<file path="src/rtl/deser_queue_ctrl.sv">
// -----------------------------------------------------------------------------
// deser_queue_ctrl
//
// Drains bytes from the serial-to-byte deserializer through its
// data_ready/ack handshake into a circular FIFO. Bytes are handed to the
// downstream consumer one per pop request.
//
// Ports
//   clock_100KHZ    in   1        system clock, rising edge
//   reset_n         in   1        asynchronous active-low reset
//   deser_data_in   in   DATA_W   byte from deserializer data_out
//   deser_ready_in  in   1        deserializer data_ready (level, held until acked)
//   deser_ack_out   out  1        one-cycle ack pulse per accepted byte
//   deq_in          in   1        consumer pop request
//   data_out        out  DATA_W   popped byte, held until the next pop
//   data_valid_out  out  1        one-cycle pulse when data_out updates
//   len_out         out  LEN_W    occupancy 0..DEPTH
//   full_out        out  1        len_out == DEPTH
//   empty_out       out  1        len_out == 0
// -----------------------------------------------------------------------------
module deser_queue_ctrl #(
  parameter int DEPTH  = 8,
  parameter int DATA_W = 8
) (
  input  logic                       clock_100KHZ,
  input  logic                       reset_n,
  input  logic [DATA_W-1:0]          deser_data_in,
  input  logic                       deser_ready_in,
  output logic                       deser_ack_out,
  input  logic                       deq_in,
  output logic [DATA_W-1:0]          data_out,
  output logic                       data_valid_out,
  output logic [$clog2(DEPTH+1)-1:0] len_out,
  output logic                       full_out,
  output logic                       empty_out
);

  localparam int PTR_W = $clog2(DEPTH);
  localparam int LEN_W = $clog2(DEPTH+1);

  typedef enum logic {
    IDLE     = 1'b0,
    WAIT_LOW = 1'b1
  } state_t;

  state_t              state_reg, state_next;
  logic [PTR_W-1:0]    wr_ptr_reg, rd_ptr_reg;
  logic [LEN_W-1:0]    len_reg, len_next;
  logic                full_reg, empty_reg;
  logic                ack_reg, ack_next;
  logic [DATA_W-1:0]   data_out_reg;
  logic                valid_reg;
  logic                wr_en, rd_en;

  logic [DATA_W-1:0]   mem [DEPTH];

  // Ingress FSM, next-state logic. Capture happens on the same edge that
  // raises ack because the deserializer clears its data_out once it sees ack.
  // WAIT_LOW blocks a second capture while ready is still high from the
  // byte just taken.
  always_comb begin
    state_next = state_reg;
    wr_en      = 1'b0;
    ack_next   = 1'b0;
    case (state_reg)
      IDLE: begin
        if (deser_ready_in && !full_reg) begin
          wr_en      = 1'b1;
          ack_next   = 1'b1;
          state_next = WAIT_LOW;
        end
      end
      WAIT_LOW: begin
        if (!deser_ready_in) begin
          state_next = IDLE;
        end
      end
      default: state_next = IDLE;
    endcase
  end

  // Pops use the registered empty flag, so a write landing in an empty FIFO
  // is not bypassed to a same-cycle pop.
  assign rd_en = deq_in && !empty_reg;

  always_comb begin
    len_next = len_reg;
    case ({wr_en, rd_en})
      2'b10:   len_next = len_reg + LEN_W'(1);
      2'b01:   len_next = len_reg - LEN_W'(1);
      default: len_next = len_reg;
    endcase
  end

  always_ff @(posedge clock_100KHZ or negedge reset_n) begin
    if (!reset_n) begin
      state_reg    <= IDLE;
      wr_ptr_reg   <= '0;
      rd_ptr_reg   <= '0;
      len_reg      <= '0;
      full_reg     <= 1'b0;
      empty_reg    <= 1'b1;
      ack_reg      <= 1'b0;
      data_out_reg <= '0;
      valid_reg    <= 1'b0;
    end else begin
      state_reg <= state_next;
      ack_reg   <= ack_next;
      len_reg   <= len_next;
      full_reg  <= (len_next == LEN_W'(DEPTH));
      empty_reg <= (len_next == '0);
      valid_reg <= rd_en;
      if (wr_en) begin
        wr_ptr_reg <= wr_ptr_reg + PTR_W'(1);
      end
      if (rd_en) begin
        rd_ptr_reg   <= rd_ptr_reg + PTR_W'(1);
        data_out_reg <= mem[rd_ptr_reg];
      end
    end
  end

  // Storage array is not reset so it can map onto block RAM.
  always_ff @(posedge clock_100KHZ) begin
    if (wr_en) begin
      mem[wr_ptr_reg] <= deser_data_in;
    end
  end

  assign deser_ack_out  = ack_reg;
  assign data_out       = data_out_reg;
  assign data_valid_out = valid_reg;
  assign len_out        = len_reg;
  assign full_out       = full_reg;
  assign empty_out      = empty_reg;

endmodule
</file>
<file path="config.mk">
export PLATFORM = sky130hd
export DESIGN_NAME = deser_queue_ctrl
export DESIGN_NICKNAME = d
export VERILOG_FILES = /design/src/rtl/deser_queue_ctrl.sv
export SDC_FILE = /design/constraint.sdc
export NUM_CORES = 1
export LEC_CHECK = 0
export BUFFER_PORTS_ARGS = -buffer_cell sky130_fd_sc_hd__buf_4
export CORE_MARGIN = 10
export CORE_UTILIZATION = 53
export DETAILED_ROUTE_END_ITERATION = 7
export PLACE_DENSITY = 0.71
export SLEW_MARGIN = 25
export SYNTH_ARGS = -nofsm -noshare
export SYNTH_HDL_FRONTEND = slang
export SYNTH_SLANG_ARGS = --single-unit
</file>
<file path="constraint.sdc">
create_clock -name clock_100KHZ -period 2.35 [get_ports clock_100KHZ]
set_input_delay 0.235 -clock clock_100KHZ [delete_from_list [all_inputs] [get_ports clock_100KHZ]]
set_output_delay 0.235 -clock clock_100KHZ [all_outputs]
set_load 0.1 [all_outputs]
</file>
==> reports/results.ini, run 1 <==
[run_status]
outcome = finished clean

[synthesis]
ys_seq_area_frac = 0.7132
synth-seq-cells = 87
synth_edf_count = 64
synthTopCellsByCount = edfxtp_1, dfrtp_1, nand2_1
netlist-cell-type-count = 38
synth_nets = 217
async_flop_share = 0.2644
synth_top_cell_by_area = edfxtp_1
synth-main-ff-cell = edfxtp_1
syn_area_per_cell_um2 = 17.43
synth_top_area_frac = 0.5486
yosysMostFrequentCell = edfxtp_1
synth_area_um2 = 3503
ys_warn_count = 0
syn_inst = 201
synth.area.top_cells = edfxtp_1, dfrtp_1, mux4_2

[clock_network]
post_cts_buffers = 0
cts_made_buffers = 9
clock_path_buffers = 2
htreeDepth = 3
clkLatencyLatePin_ns = 0.35
clock_sink_count = 87
cts_root_buf = clkbuf_8
cts_tree = done
path_clk_slew_ns = 0.09

[floorplanning]
die_area_um2 = 10260
start_util = 0.5486
fp-row-count = 29
io_pins = 28
die_h_um = 101.3
die_w_um = 101.3
core_um2 = 6386

[drt]
via_per_inst = 5.576
drt-initial-drc-count = 97
num_vias = 1829
ant_nets = 0
wl_um = 6119
wl_per_cell_um = 18.66
drc = 0
drt_pass1_iterations = 4

[critical_path]
r2r_setup_slack_ns = 0.13
critPathLaunch = full_out$_DFF_PN0_
worstPathArrival_ns = 2.49
critical_path_class = reg2reg
cp-start-kind = flop
path_max_fanout = 4
required_ns = 2.62
endpoint_kind = flop
r2r_start = full_out$_DFF_PN0_

[global_routing]
antenna_found_initial = 0
grt_pass1_wl_um = 9922
grt_max_degree = 24
grt_pass1_vias = 1836
grt_remaining_overflow = 0
grt_usage = 0.1291

[sta]
fin_crit_ns = 2.220
timing.final.crit_share = 0.9446
worstMarginPinSlew_ns = 0.5833
rsz0062_at_grt = false
setup_viol_count_final = 0
fmax_mhz = 450.5
finalHoldViolations = 0
skew_ns = 0.005983
slew_headroom = 0.6111
slew_violations = 0

[power]
p_leak_nw = 1.538
power.density_nw_per_um2 = 1299
peakVddDrop_v = 0.001022

[job]
cap_viol_max_count = 0

[cells_and_area]
multi_input_area_um2 = 944.7
final_nets = 262
antenna_cells = 0
largest_reg_flops = 64
utilization = 0.6413
area_growth_pct = 16.89
fillers = 473
drive_above_1_share = 0.3466
final_cell_count_no_fill = 328
regArea_um2 = 2504

[placement]
place_congestion = 0.7588
numPlacedInstances = 311
portBuffers = 27
dp_hpwl_um = 4076

[hold_path]
hold_class = in2reg
hold_path_startpoint = deser_data_in[7]

## worst max-delay path: stages, from the launching register on
cell	delay, ns
dfrtp_2	0.42
or3b_4	0.45
ha_1	0.27
and2b_4	0.20
a32oi_2	0.18
nand3_1	0.15
o311ai_4	0.26
nor3b_2	0.21
## report_power, final
part | leakage (nW) | switching [mW] | total (mW) | internal (mW)
clock | 0.0939 | 0.545 | 0.943 | 0.399
sequential | 0.852 | 0.211 | 2.12 | 1.91
combinational | 0.592 | 1.48 | 2.25 | 0.771
## what timing repair did
item	CTS	global route
pin swaps	0	0
endpoints found under the setup margin	1	2
hold endpoints to repair	22	0
resized for setup	1	2
hold buffers	1	0
## path summary, 6_finish.rpt
path,end,cells past startpoint
max in group asynchronous,empty_out$_DFF_PN1_,2
min,mem[6][7]$_DFFE_PP_,1
min reg2reg,data_out[2]$_DFFE_PN0P_,2
max reg2reg,full_out$_DFF_PN0_,7
min in group asynchronous,data_out[5]$_DFFE_PN0P_,2
max,full_out$_DFF_PN0_,7
## per-stage QoR
step	setup slack [ns]	hold WS (ns)	total power, mW	area (um^2)	TNS (ns)
2_1_floorplan	-0.06860	-0.06059	3.920	3540	-0.07341
3_3_place_gp	0.09066	0.1596	4.386	3886	0
3_5_place_dp	0.004376	0.1644	4.418	3886	0
4_1_cts	0.08363	0.09330	5.353	4078	0
5_1_grt	0.001899	0.09938	5.604	4095	0
6_report	0.1301	0.1076	5.321	4095	0
## layout make-up
| type | count | area share |
|---|---|---|
| clock buffer | 9 | 0.03025 |
| clock inverter | 7 | 0.01344 |
| inverter | 7 | 0.009471 |
| multi-input combinational | 97 | 0.2307 |
| sequential | 87 | 0.6114 |
| tap | 77 | 0.02353 |
| timing repair buffer | 44 | 0.08127 |
## layout by cell type (no fill, tap or decap), types with 2 or more instances in the layout
cell type	n
edfxtp_1	64
o21ai_0	8
mux2i_1	8
nor3_1	7
ha_1	4
inv_6	3
nor3b_2	2
mux4_2	16
buf_4	43
dfrtp_1	21
xnor2_1	6
inv_1	6
nor2_1	6
nand2b_1	3
nand2_1	18
clkbuf_8	9
## cell families (layout without fill, tap and decap cells)
logic type	after synthesis	in the layout	share of synthesized area
muxes	25	25	0.1289
DFF	87	87	0.7132
adders and majority gates	4	4	0.01429
buffers and inverters	17	67	0.02464
xor gates and xnor gates	7	7	0.01750
and+or+nand+nor	44	44	0.06536
AOI/OAI and AO/OA	17	17	0.03607
## metal layers
metal	global-route usage	routed length (um)	up-vias
met5	0	0	-
met4	0.05788	119	0
met3	0.03404	369	11
met2	0.2080	3031	41
met1	0.1601	2598	918
li1	-	-	859
Power figures use the tool's default switching activity.
==> inputs of run 2 (changes only) <==
Settings changed: CORE_UTILIZATION 53 to 59, PLACE_DENSITY 0.71 to 0.75.
Clock period 2.35 ns to 2.2 ns, I/O delays scaled along.
==> reports/results.ini, run 2 (synthesized netlist as in run 1, its figures left out) <==
[power]
power_mw = 5.884  ; was 5.321 mW
power.density_nw_per_um2 = 1407  ; was 1299 nW/um^2
p_leak_nw = 1.551  ; was 1.538 nW
peakVddDrop_v = 0.0008922  ; was 0.001022 V

[placement]
dp_hpwl_um = 4274  ; was 4076 um
place_congestion = 0.8666  ; was 0.7588
portBuffers = 27  ; unchanged

[cells_and_area]
largest_reg_flops = 64  ; unchanged
fillers = 349  ; was 473
final_common_cell = edfxtp_1  ; unchanged
final_nets = 263  ; was 262
antenna_cells = 0  ; unchanged
layout_common_cells = edfxtp_1, buf_4, dfrtp_1  ; unchanged
area_growth_pct = 19.32  ; was 16.89%
drive_above_1_share = 0.3889  ; was 0.3466

[drt]
via_per_inst = 5.654  ; was 5.576
drt-initial-drc-count = 126  ; was 97
wl_um = 6569  ; was 6119 um
drc = 0  ; unchanged
ant_nets = 0  ; unchanged
drt_pass1_iterations = 4  ; unchanged
wl_per_cell_um = 20.09  ; was 18.66 um
num_vias = 1849  ; was 1829

[global_routing]
grt_pass1_wl_um = 10760  ; was 9922 um
grt_max_degree = 24  ; unchanged
grt_remaining_overflow = 0  ; unchanged
grt_usage = 0.1464  ; was 0.1291
antenna_found_initial = 0  ; unchanged
grt_pass1_vias = 1958  ; was 1836

[floorplanning]
fp-row-count = 28  ; was 29
start_util = 0.5988  ; was 0.5486
die_h_um = 97.06  ; was 101.3 um
io_pins = 28  ; unchanged
die_area_um2 = 9420  ; was 10260 um^2
core_um2 = 5851  ; was 6386 um^2
die_w_um = 97.06  ; was 101.3 um

[critical_path]
required_ns = 2.46  ; was 2.62 ns
r2r_setup_slack_ns = 0.001  ; was 0.13 ns
endpoint_kind = flop  ; unchanged
path_max_fanout = 4  ; unchanged
worstPathArrival_ns = 2.46  ; was 2.49 ns
critical_path_class = reg2reg  ; unchanged
cp-start-kind = flop  ; unchanged

[job]
cap_viol_max_count = 0  ; unchanged

[sta]
finalHoldViolations = 0  ; unchanged
timing.final.crit_share = 0.9993  ; was 0.9446
setup_viol_count_final = 0  ; unchanged
rsz0062_at_grt = true  ; was false
fin_crit_ns = 2.199  ; was 2.220 ns
fmax_mhz = 454.8  ; was 450.5 MHz
worstMarginPinSlew_ns = 0.6000  ; was 0.5833 ns
slew_headroom = 0.6000  ; was 0.6111
skew_ns = 0.01225  ; was 0.005983 ns
setup_tns_ns = 0  ; unchanged
slew_violations = 0  ; unchanged

[clock_network]
clock_path_buffers = 2  ; unchanged
cts_tree = done  ; unchanged
cts_made_buffers = 9  ; unchanged
cts_root_buf = clkbuf_8  ; unchanged
clock_sink_count = 87  ; unchanged
clkLatencyLatePin_ns = 0.35  ; about the same
htreeDepth = 3  ; unchanged
path_clk_slew_ns = 0.08  ; was 0.09 ns

[hold_path]
hold_class = in2reg  ; unchanged

[run_status]
outcome = finished clean  ; unchanged

run 2: through the flow:
step	instances	instance area, um^2	setup slack, ns	hold WS, ns	utilization
floorplan	201	3582	-0.2247	-0.07559	-
global placement	306	3904	-0.03454	0.1308	0.6672
detailed placement	306	3904	-0.1661	0.1477	0.6672
CTS	326	4143	0.01251	0.08835	0.7081
global route	327	4180	-0.1093	0.07842	0.7145
finish	327	4180	0.001430	0.1038	0.7145
run 2: path summary, 6_finish.rpt:
kind,from,end,cells past startpoint
max reg2reg,full_out$_DFF_PN0_,full_out$_DFF_PN0_,7
max,full_out$_DFF_PN0_,full_out$_DFF_PN0_,7
min reg2reg,data_out[4]$_DFFE_PN0P_,data_out[4]$_DFFE_PN0P_,2
max in group asynchronous,reset_n,empty_out$_DFF_PN1_,2
min,deser_data_in[3],mem[2][3]$_DFFE_PP_,1
min in group asynchronous,reset_n,state_reg$_DFF_PN0_,2
run 2: report_power, final:
group / switching [mW] / leakage (nW) / internal, mW / total, mW
clock network: 0.516 / 0.0976 / 0.558 / 1.07
logic: 1.65 / 0.602 / 0.874 / 2.52
registers: 0.245 / 0.852 / 2.04 / 2.29
run 2: routing by layer:
layer  up-vias  routed length (um)  global-route usage
met5         -                   0                   0
met4         0                  32             0.04540
met3         5                 373             0.04623
met2        51                3449              0.2274
met1       938                2713              0.1918
li1        855                   -                   -
run 2: final cells by class:
type	instances	area, um^2	share of cell area
sequential	87	2504	0.5989
multi-input combinational	97	1008	0.2412
timing repair buffer	45	340.3	0.08141
clock buffer	13	148.9	0.03562
tap	75	93.84	0.02245
clock inverter	3	43.79	0.01048
inverter	7	41.29	0.009877
run 2: critical path: stages (launching register included):
cell and delay (ns):
dfrtp_2 0.41, or3b_4 0.44, ha_4 0.21, and2b_4 0.18
a32oi_2 0.18, nand3_1 0.16, o311ai_4 0.29, nor3b_2 0.24
run 2: what timing repair did:
| action | CTS | global route |
|---|---|---|
| setup buffers | 3 | 1 |
| endpoints found under the setup margin | 3 | 3 |
| hold buffers | 1 | 0 |
| hold endpoints to repair | 22 | 0 |
| gates resized for setup | 3 | 5 |
| pin swaps | 3 | 1 |
